## src/rtl/ram_encode_pkg.sv

```systemverilog
// Shared constants for the address<->code table pair: widths, table contents and
// the encoder FSM states. Both directions read CODE_TABLE so they cannot drift apart.
package ram_encode_pkg;

    localparam int DEF_ADDR_W = 4;
    localparam int DEF_DATA_W = 8;

    // Strictly increasing; the encoder's floor search depends on that ordering.
    localparam logic [DEF_DATA_W-1:0] CODE_TABLE [0:(1<<DEF_ADDR_W)-1] = '{
        8'h03, 8'h08, 8'h0D, 8'h14, 8'h19, 8'h1E, 8'h25, 8'h2A,
        8'h2C, 8'h31, 8'h36, 8'h3D, 8'h46, 8'h50, 8'h59, 8'h6C
    };

    typedef enum logic {
        IDLE = 1'b0,
        SCAN = 1'b1
    } state_t;

endpackage

```

## src/rtl/ram_table_rom.sv

```systemverilog
// Combinational index -> code lookup over the shared table constants.
module ram_table_rom
    import ram_encode_pkg::*;
#(
    parameter int ADDR_W = DEF_ADDR_W,
    parameter int DATA_W = DEF_DATA_W
) (
    input  logic [ADDR_W-1:0] idx,
    output logic [DATA_W-1:0] code
);

    assign code = CODE_TABLE[idx];

endmodule

```

## src/rtl/ram_encode.sv

```systemverilog
// Code -> address encoder: walks the table one entry per clock and returns the exact
// or floor index of the latched key, flagging keys below the first entry.
module ram_encode
    import ram_encode_pkg::*;
#(
    parameter int ADDR_W = DEF_ADDR_W,
    parameter int DATA_W = DEF_DATA_W
) (
    input  logic              clk,
    input  logic              rst,
    input  logic              en,
    input  logic              start,
    input  logic [DATA_W-1:0] data_in,
    output logic              busy,
    output logic              done,
    output logic [ADDR_W-1:0] addr,
    output logic              hit,
    output logic              below
);

    // Handshake: start is taken only in IDLE with en=1 (including the done cycle);
    // busy covers the scan, done pulses once, and addr/hit/below hold until the next done.
    localparam logic [ADDR_W-1:0] LAST_IDX = '1;

    state_t            state_q, state_d;
    logic [ADDR_W-1:0] idx_q, idx_d;
    logic [DATA_W-1:0] key_q, key_d;
    logic              busy_d, done_d, hit_d, below_d;
    logic [ADDR_W-1:0] addr_d;
    logic [DATA_W-1:0] code;
    logic              finish;

    ram_table_rom #(
        .ADDR_W(ADDR_W),
        .DATA_W(DATA_W)
    ) u_rom (
        .idx (idx_q),
        .code(code)
    );

    always_comb begin
        state_d = state_q;
        idx_d   = idx_q;
        key_d   = key_q;
        busy_d  = busy;
        done_d  = 1'b0;
        addr_d  = addr;
        hit_d   = hit;
        below_d = below;
        finish  = 1'b0;
        unique case (state_q)
            IDLE: begin
                if (en && start) begin
                    key_d   = data_in;
                    idx_d   = '0;
                    busy_d  = 1'b1;
                    state_d = SCAN;
                end
            end
            SCAN: begin
                if (en) begin
                    if (code == key_q) begin
                        finish  = 1'b1;
                        addr_d  = idx_q;
                        hit_d   = 1'b1;
                        below_d = 1'b0;
                    end else if (code > key_q) begin
                        finish  = 1'b1;
                        hit_d   = 1'b0;
                        // First entry already above the key: nothing to floor to.
                        if (idx_q == '0) begin
                            addr_d  = '0;
                            below_d = 1'b1;
                        end else begin
                            addr_d  = idx_q - ADDR_W'(1);
                            below_d = 1'b0;
                        end
                    end else if (idx_q == LAST_IDX) begin
                        finish  = 1'b1;
                        addr_d  = LAST_IDX;
                        hit_d   = 1'b0;
                        below_d = 1'b0;
                    end else begin
                        idx_d = idx_q + ADDR_W'(1);
                    end
                    if (finish) begin
                        done_d  = 1'b1;
                        busy_d  = 1'b0;
                        state_d = IDLE;
                    end
                end
            end
        endcase
    end

    always_ff @(posedge clk) begin
        if (rst) begin
            state_q <= IDLE;
            idx_q   <= '0;
            key_q   <= '0;
            busy    <= 1'b0;
            done    <= 1'b0;
            addr    <= '0;
            hit     <= 1'b0;
            below   <= 1'b0;
        end else begin
            state_q <= state_d;
            idx_q   <= idx_d;
            key_q   <= key_d;
            busy    <= busy_d;
            done    <= done_d;
            addr    <= addr_d;
            hit     <= hit_d;
            below   <= below_d;
        end
    end

endmodule

```

## config.mk

```make
export PLATFORM = sky130hd
export DESIGN_NAME = ram_encode
export DESIGN_NICKNAME = d
export VERILOG_FILES = /design/src/rtl/ram_encode_pkg.sv /design/src/rtl/ram_table_rom.sv /design/src/rtl/ram_encode.sv
export SDC_FILE = /design/constraint.sdc
export NUM_CORES = 1
export LEC_CHECK = 0
export CAP_MARGIN = 20
export CORE_MARGIN = 2
export CORE_UTILIZATION = 55
export CTS_CLUSTER_SIZE = 16
export DETAILED_ROUTE_END_ITERATION = 8
export GPL_TIMING_DRIVEN = 1
export MAX_ROUTING_LAYER = met4
export PLACE_DENSITY = 0.84
export SLEW_MARGIN = 15
export SYNTH_ARGS = -nofsm -noshare
export SYNTH_HDL_FRONTEND = slang
export SYNTH_HIERARCHICAL = 1
export SYNTH_SLANG_ARGS = --single-unit
```

## constraint.sdc

```tcl
create_clock -name clk -period 4.75 [get_ports clk]
set_input_delay 0.95 -clock clk [delete_from_list [all_inputs] [get_ports clk]]
set_output_delay 0.95 -clock clk [all_outputs]
set_load 0.01 [all_outputs]
```

# ---- Word level (Yosys, flattened, before mapping)
# Memories as Yosys holds them, arrays and structs flattened.
# Cells that the tools add are included.
dict set report totals {
  ff_bits 21
  latchBits 0
  ramBits 0
  romBits 128
  out_inout_bits 8
  memories 1
}
dict set report classes {
  n_addsub 2
  mul 0
  n_div 0
  magnitude_cmp 2
  eq_ne 8
  shift 0
  n_mux 32
  n_bitwise 3
  n_reduce_logical 8
}
# memory depth word_bits read_ports rd_ports_with_merged_regs wr line_no
set mem_list {}
lappend mem_list {{(no name shown)} 16 8 1 0 0 ram_table_rom.sv:12} ;# assign code = CODE_TABLE[idx];
# cell n
set op_table {}
lappend op_table {{4-bit 2-to-1 mux} 9}
lappend op_table {{1-bit 2-to-1 mux} 18}
lappend op_table {{8-bit 2-to-1 mux} 2}
lappend op_table {{2-bit != test, second input constant} 5}
lappend op_table {{8-bit equality test} 1}
lappend op_table {{8-bit > comparator} 1}
lappend op_table {{4-bit one-hot mux with 2 select lines} 1}
lappend op_table {{3-bit AND reduction} 2}
lappend op_table {{5-bit greater-or-equal comparator, second input constant} 1}
lappend op_table {{4-bit NOT with 5-bit output} 1}
lappend op_table {{5-bit AND reduction} 1}
lappend op_table {{4-bit by 1-bit adder with 4-bit output, second input constant} 1}
lappend op_table {{4-bit equality test, second input constant} 1}
lappend op_table {{4-bit zero test} 1}
lappend op_table {{1-bit one-hot mux with 2 select lines} 2}
lappend op_table {{4-bit by 1-bit subtractor with 4-bit output, second input constant} 1}
lappend op_table {{3-bit nonzero test} 1}
lappend op_table {{3-bit OR reduction} 1}
lappend op_table {{2-bit by 1-bit != test with 1-bit output, second input constant} 1}
lappend op_table {{1-bit NOT} 2}
lappend op_table {{2-bit AND reduction} 1}
lappend op_table {{1-bit logical AND} 1}

# ---- Longest topological paths before layout
# Gate-level depths: netlist of run 1.
dict set report depth {
  depth_word 12
  depth_mapped 11
  depth_no_buf 11
}

# ---- Hierarchy
# The synthesis of run 1 kept the hierarchy.
# module instances cells_each area_per_inst_um2
set modules_own_cells {}
lappend modules_own_cells {ram_encode 1 142 1197.4}
lappend modules_own_cells {ram_table_rom 1 33 242.7}

# ---- Worst setup path before layout of run 1
# Ideal clock, no wire load.
dict set report synth_timing {
  path_kind {register to register}
  startpoint {register idx_q[0]}
  endpoint {register idx_q[3]}
  setup_time_ps 123
  arrival_ps 2784
  t_required_ps 4627
  path_slack_ps 1842
  path_stages_with_launch 10
  period_less_slack_ps 2908
  cell_sequence {dfxtp_1 -> inv_1 -> ha_1 -> mux4_2 -> ha_1 -> nand4_2 -> nor2_4 -> or3_4 -> nor3_2 -> mux2_1}
}
dict set report synth_via {
  elab_chain_len 7
  elab_cells_between_ends 17
  classes_between {1 x add/sub; 1 x order compare; 5 x eq/ne; 7 x mux; 1 x bitwise; 1 x reduce/logical; 1 x memory}
}
# item line_no
set synth_lines {}
lappend synth_lines {{start, declared} ram_encode.sv:26} ;# logic [ADDR_W-1:0] idx_q, idx_d;
lappend synth_lines {{start signal, assigned} ram_encode.sv:108} ;# idx_q <= idx_d;
lappend synth_lines {{4-bit NOT with 5-bit output (not written as such) *} ram_table_rom.sv:12}
lappend synth_lines {{memory read 16 x 8 bit *} -}
lappend synth_lines {{8-bit 2-to-1 mux (not written as such) * (2 in a row)} ram_table_rom.sv:12}
lappend synth_lines {{named net code[4]} ram_encode.sv:30} ;# logic [DATA_W-1:0] code;
lappend synth_lines {{8-bit > comparator or 8-bit equality test (tied branches)} {ram_encode.sv:67, ram_encode.sv:62}}
lappend synth_lines {{2-bit != test (no line)} -}
lappend synth_lines {{5-bit AND reduction (no line) *} -}
# The timed path passes the listed nets; every way through them passes the cells marked *. The select of a mux whose other input is x is not followed.
# A chain may end at the register's enable or synchronous reset.

# ---- Final worst setup path of run 1
# Same ends and word-level chain as after synthesis.

==> flow_summary.toml, run 1 <==
[global_routing]
antenna_found_initial = 0
grt_max_degree = 18
grt_pass1_wl_um = 4890
overflow = 0
grt_pass1_vias = 1200
track_usage_pct = 22.6

[timing]
maxSlewViolCount = 0
skew_ns = 0.0189
fin_crit_sh_pct = 67.5
setup_viol = 0
setup_tns_ns = 0
hold_viol_final = 0
rsz0062_at_grt = "false"
max_freq_mhz = 312
setup_slack_ns = 1.54
worst_pin_slew_ns = 0.679
slew_headroom_pct = 54.5
finalCriticalPeriod_ns = 3.21

[detailed_routing]
drtIter0Drc = 28
vias = 1274
wl_per_cell_um = 13.4
viasPerCell = 5.76
drtPass1Iterations = 4
drc = 0
drt-total-wl_um = 2970
antenna_left = 0

[yosys]
netlist_area_um2 = 1440
yosysSeqAreaShare_pct = 29.2
synth_warnings = 6
ys_types = 46
synthCells = 175
ys_ff_latch = 21
synth_area_per_cell_um2 = 8.23
synth_nets = 204

[setup_path]
path_max_fanout = 13
worstReg2RegEnd = "idx_q[3]$_SDFFE_PP0P_"
arrival_ns = 3.43
crit_start = "idx_q[0]$_SDFFE_PP0P_"
crit_chain = "inv_1, ha_1, mux4_2, ha_1, nand4_2, nor2_4, or3_4, nor3_2, mux2_1"
worst_setup_path_end_kind = "flop"
r2r_cells = 9
r2r_start = "idx_q[0]$_SDFFE_PP0P_"
cp_slowest_cell = "dfxtp_1"
crit_path_frequent_cell = "ha_1"
required_ns = 4.97
cp-start-kind = "flop"
slowest_delay_ns = 0.64
path_class = "flop to flop"
r2r_slack_ns = 1.54
cp-endpoint = "idx_q[3]$_SDFFE_PP0P_"

[clock_network]
cts.hold.buffers_added = 0
h-tree-depth = 1
cts_resized = 0
tritoncts = "done"
clockRootBuffer = "clkbuf_4"
cts_setup_buffers = 0
clock_latency_ns = 0.32
clk_pin_slew_ns = 0.13
numCtsBuffers = 3
cts_sinks = 21
cts_buffer_depth = 2

[placement]
place_hpwl_um = 2260
placed_cell_area_um2 = 1630
gp_congestion = 0.895
pre_cts_ws_ns = 1.56
port_buffers = 19

[power_and_ir_drop]
p_comb_share_pct = 23.1
p_leak_nw = 0.667
seqPwrFrac_pct = 52.4
power.internal_mw = 0.256
p_sw_share_pct = 30.1
worst_ir_drop_vdd_mv = 0.201
p_clk_share_pct = 24.5
power_density_nw_per_um2 = 221
p_sw_mw = 0.110

[die]
fp.coreArea_um2 = 2480
die_width_um = 55.2
std_cell_rows = 18
dieArea_um2 = 3040
start_util_pct = 58.1
io_pins = 20
die_y_um = 55.2

[flow_run]
drv_cap = 0

[finish]
drive_above_1_share_pct = 10.5
final_nets = 221
num_antenna_cells = 0
synthToLayoutAreaGrowth_pct = 15.3
seq_area_um2 = 420
finalInstanceArea_um2 = 1660
multi_input_area_um2 = 915
fillCellCount = 213

[min_path]
min_path_type = "flop to flop"

[status]
status = "finished clean"
-- sequential cells by signal, summed over array words and instances (netlist names) --
signal	cells
key_q	8
addr	4
idx_q	4
below	1
busy	1
done	1
hit	1
state_q	1
-- worst min-delay path by stage --
| stage | from | endpoint | slack, ns | cells after the start |
|---|---|---|---|---|
| floorplan | key_q[1]$_SDFFE_PP0P_ | key_q[1]$_SDFFE_PP0P_ | 0.44 | 2 |
| global placement | key_q[5]$_SDFFE_PP0P_ | key_q[5]$_SDFFE_PP0P_ | 0.45 | 2 |
| detailed placement | key_q[6]$_SDFFE_PP0P_ | key_q[6]$_SDFFE_PP0P_ | 0.45 | 2 |
| CTS | key_q[6]$_SDFFE_PP0P_ | key_q[6]$_SDFFE_PP0P_ | 0.47 | 2 |
| global route | addr[2]$_SDFFE_PP0P_ | addr[2]$_SDFFE_PP0P_ | 0.49 | 1 |
| finish | key_q[6]$_SDFFE_PP0P_ | key_q[6]$_SDFFE_PP0P_ | 0.46 | 2 |
-- placed cells by master (no fill, tap or decap), types with 3 or more instances in the layout --
master	netlist	final
ha_1	17	17
a32o_1	4	4
nor3b_1	3	3
dfxtp_1	21	21
clkdlybuf4s50_1	0	19
o221ai_1	3	3
a21oi_1	15	15
inv_1	16	16
nor2_1	11	11
o211ai_1	4	4
a31oi_1	3	3
nand4_1	4	4
nand2_1	26	26
clkbuf_4	0	3
or3_1	3	3
-- worst max-delay path, delay by kind of cell (launching register included) --
family                   cells  cell delay (ns)
AND/OR/NAND/NOR              4             0.83
buffers and inverters        1             0.18
multiplexers                 2             0.81
adder cells (fa/ha/maj)      2             0.65
flip-flops                   1             0.64
-- power groups by stage --
stage                     Sequential, mW  Combinational (mW)  Clock (mW)
after floorplan                    0.196              0.0550           0
after global placement             0.196              0.0822           0
after detailed placement           0.196              0.0843           0
after CTS                          0.192              0.0848      0.0934
after global routing               0.193              0.0952      0.0984
final                              0.192              0.0846      0.0895
-- layout make-up --
type / instances / share of cell area (%)
timing repair buffer: 19 / 11.5
inverter: 18 / 4.07
tap: 30 / 2.26
sequential: 21 / 25.3
clock inverter: 1 / 0.452
multi-input combinational: 129 / 55.1
clock buffer: 3 / 1.36
-- metrics by stage --
step | hold slack (ns) | std cells | util (%) | power, mW
global placement | 0.447 | 217 | 65.8 | 0.278
CTS | 0.470 | 221 | 67.0 | 0.370
global route | 0.492 | 221 | 67.0 | 0.387
detailed placement | 0.452 | 217 | 65.8 | 0.280
finish | 0.464 | 221 | 67.0 | 0.366
floorplan | 0.436 | 175 | - | 0.251
-- routing by layer --
layer	vias to the layer above	GRT usage (%)	routed length, um	share of wire, %
met5	-	-	0	0
met4	0	8.13	22	0.74
met3	4	3.49	124	4.2
met2	33	40.7	1490	50
met1	591	25.3	1330	45
li1	646	-	-	-
-- Yosys cell counts (all sizes together) --
| master | instances | area, um2 |
|---|---|---|
| mux2i | 1 | 10.0 |
| ha | 17 | 213 |
| and3 | 1 | 6.26 |
| nand2b | 2 | 12.5 |
| nor3 | 3 | 25.0 |
| o21ai | 5 | 28.8 |
| a21o | 2 | 15.0 |
| o221ai | 3 | 26.3 |
| xnor2 | 1 | 8.76 |
| nand2 | 26 | 97.6 |
| nand4 | 5 | 37.5 |
| a31oi | 3 | 18.8 |
| a21boi | 1 | 11.3 |
| o22ai | 2 | 12.5 |
| dfxtp | 21 | 420 |
| or2 | 2 | 12.5 |
| a22o | 1 | 8.76 |
| clkbuf | 4 | 15.0 |
| mux2 | 3 | 37.5 |
| conb | 1 | 3.75 |
| a21oi | 17 | 92.6 |
| nor4 | 1 | 6.26 |
| o211ai | 4 | 30.0 |
| and4 | 1 | 8.76 |
| nor3b | 3 | 22.5 |
| nor2 | 12 | 52.6 |
| or3 | 4 | 30.0 |
| inv | 18 | 67.6 |
| o2111ai | 1 | 8.76 |
| xor2 | 1 | 8.76 |
| nor2b | 1 | 6.26 |
| buf | 3 | 22.5 |
| mux4 | 1 | 22.5 |
| a32o | 4 | 40.0 |
-- cell families after synthesis --
group	Yosys count	share of synthesized area, %
buffers and inverters	25	7.30
other	1	0.260
AND/OR/NAND/NOR	61	22.1
multiplexers	5	4.86
flip-flops	21	29.2
adder cells (fa/ha/maj)	17	14.8
XOR/XNOR	2	1.22
AO/OA/AOI/OAI	43	20.3
Note: power is estimated with default switching activity, not from simulation.
==> run 2: changes to the inputs <==
CORE_UTILIZATION = 49   (was 55)
PLACE_DENSITY = 0.8   (was 0.84)
clock period = 2.64 ns   (was 4.75 ns; I/O delays follow)
==> run 2 against run 1 <==
Effect of this change: via count is 11% higher; critical endpoint unchanged; global-route usage is 2.0 points higher; utilization is 2.3 points higher; combinational power is 140% higher; critical path type unchanged; sequential cell count stayed put; worst hold slack better by 0.0042 ns; first-iteration DRC count grew to 2.5 times the previous value; final cell count is 8.6% higher; count of clock-buffer cells in the layout stayed put; routed wire length is 27% higher; worst setup slack worse by 1.5 ns.
==> flow_summary.toml, run 2 (synthesis gave the netlist of run 1 again) <==
[status]
status = "finished clean"

[power_and_ir_drop]
power.internal_mw = 0.487
worst_ir_drop_vdd_mv = 0.418
p_clk_share_pct = 22.4
p_comb_share_pct = 29.2
p_leak_nw = 0.770
seqPwrFrac_pct = 48.4
p_sw_mw = 0.221
power_density_nw_per_um2 = 367
p_sw_share_pct = 31.2

[placement]
port_buffers = 19
place_hpwl_um = 2790
gp_congestion = 0.952
pre_cts_ws_ns = -0.0568
placed_cell_area_um2 = 1770

[setup_path]
worst_setup_path_end_kind = "flop"
path_class = "flop to flop"
cp_slowest_cell = "mux4_2"
crit_buf_inv = 1
arrival_ns = 2.81
required_ns = 2.86
cp-start-kind = "flop"
crit_family = "multiplexers"
crit_chain = "buf_4, ha_4, mux4_2, ha_4, nand4_4, nor2_4, or3_4, nor3_4, mux2_4"
slowest_delay_ns = 0.48
path_max_fanout = 6
crit_path_frequent_cell = "ha_4"

[detailed_routing]
wl_per_cell_um = 15.7
drtIter0Drc = 70
drt-total-wl_um = 3760
viasPerCell = 5.90
antenna_left = 0
vias = 1417
drc = 0
drtPass1Iterations = 4

[finish]
final_nets = 239
top_register = "key_q"
mostFrequentLayoutCell = "nand2_1"
largest_register_ffs = 8
final_cell_mix = "26 x nand2_1, 19 x clkdlybuf4s50_1, 18 x dfxtp_1, 18 x buf_4, 15 x inv_1"
num_antenna_cells = 0
synthToLayoutAreaGrowth_pct = 34.0
finalInstanceArea_um2 = 1930
drive_above_1_share_pct = 25.8
top_regs = "key_q (8), addr (4), idx_q (4)"

[die]
io_pins = 20
fp.coreArea_um2 = 2780
die_y_um = 58.2
die_width_um = 58.2
start_util_pct = 51.8
std_cell_rows = 19
dieArea_um2 = 3390

[global_routing]
grt_pass1_wl_um = 6170
grt_pass1_vias = 1409
grt_use_met1_pct = 26.7
grt_max_degree = 13
use_met2_pct = 42.5
overflow = 0
track_usage_pct = 24.6
use_met3_pct = 3.79
busiest_layer = "met2"
antenna_found_initial = 0

[clock_network]
clock_latency_ns = 0.32
clk_pin_slew_ns = 0.11
numCtsBuffers = 3
cts_buffer_depth = 2
h-tree-depth = 1
cts.hold.buffers_added = 0
tritoncts = "done"
cts_sinks = 21
clockRootBuffer = "clkbuf_4"

[timing]
fin_crit_sh_pct = 98.3
worst_pin_slew_ns = 0.540
maxSlewViolCount = 0
setup_slack_ns = 0.0452
finalCriticalPeriod_ns = 2.59
setup_viol = 0
skew_ns = 0.00193
slew_headroom_pct = 63.9
hold_viol_final = 0
max_freq_mhz = 385
rsz0062_at_grt = "true"

[flow_run]
drv_cap = 0

[min_path]
min_path_type = "flop to flop"
## run 2: changes by cell type in the layout (fill, tap and decap cells not counted), sizes merged
cell and change:
clkinvlp -1, buf +18, clkinv +1
## run 2: per-layer routing
layer,vias to the layer above,share of wire [%]
li1,685,-
met1,672,41
met4,0,2.3
met2,47,52
met5,-,0
met3,13,4.1
## run 2: cell type report
| cell class | instances | area, um2 |
|---|---|---|
| multi-input cells | 129 | 1040 |
| fillers | 205 | 852 |
| flip-flops and latches | 21 | 429 |
| repair buffers | 37 | 325 |
| inverters | 18 | 67.6 |
| well taps | 31 | 38.8 |
| clock buffers | 3 | 22.5 |
| clock inverters | 1 | 5.00 |
## run 2: power by group through the flow
stage	sequential [mW]	combinational [mW]	clock (mW)
final	0.342	0.207	0.159
after global placement	0.349	0.166	0
after global routing	0.345	0.225	0.175
after floorplan	0.352	0.103	0
after detailed placement	0.350	0.175	0
after CTS	0.342	0.181	0.161
## run 2: worst reg2reg max path: cells and delay by family (launching register included)
| kind | cells | cell delay [ns] |
|---|---|---|
| DFF | 1 | 0.36 |
| and+or+nand+nor | 4 | 0.76 |
| muxes | 2 | 0.79 |
| buffers and inverters | 1 | 0.16 |
| adders and majority gates | 2 | 0.43 |
## run 2: through the flow
stage               utilization, %  std cells  hold slack, ns  setup TNS [ns]  power (mW)
finish                        69.4        240           0.468               0       0.708
global route                  69.4        240           0.503         -0.0593       0.745
CTS                           65.9        239           0.469               0       0.684
detailed placement            63.6        232           0.451         -0.0641       0.525
global placement              63.6        232           0.449               0       0.515
floorplan                        -        175           0.436               0       0.455
## run 2: repair_timing
| action | in CTS | in global routing |
|---|---|---|
| endpoints found under the setup margin | 6 | 12 |
| setup buffers | 3 | 1 |
| pin swaps | 1 | 8 |
| hold endpoints to repair | 0 | 0 |
| gates resized for setup | 1 | 15 |
## run 2: worst paths after layout
check,start,to,slack (ns),cells past startpoint
min reg2reg,below$_SDFFE_PP0P_,below$_SDFFE_PP0P_,0.47,2
max reg2reg,idx_q[0]$_SDFFE_PP0P_,idx_q[3]$_SDFFE_PP0P_,0.05,9
min,below$_SDFFE_PP0P_,below$_SDFFE_PP0P_,0.47,2
max,idx_q[0]$_SDFFE_PP0P_,idx_q[3]$_SDFFE_PP0P_,0.05,9
==> run 3: changes to the inputs <==
CAP_MARGIN = 15   (was 20)
==> results of run 3 <==
No change in the layout: final DEF, timing and power equal those of run 2.
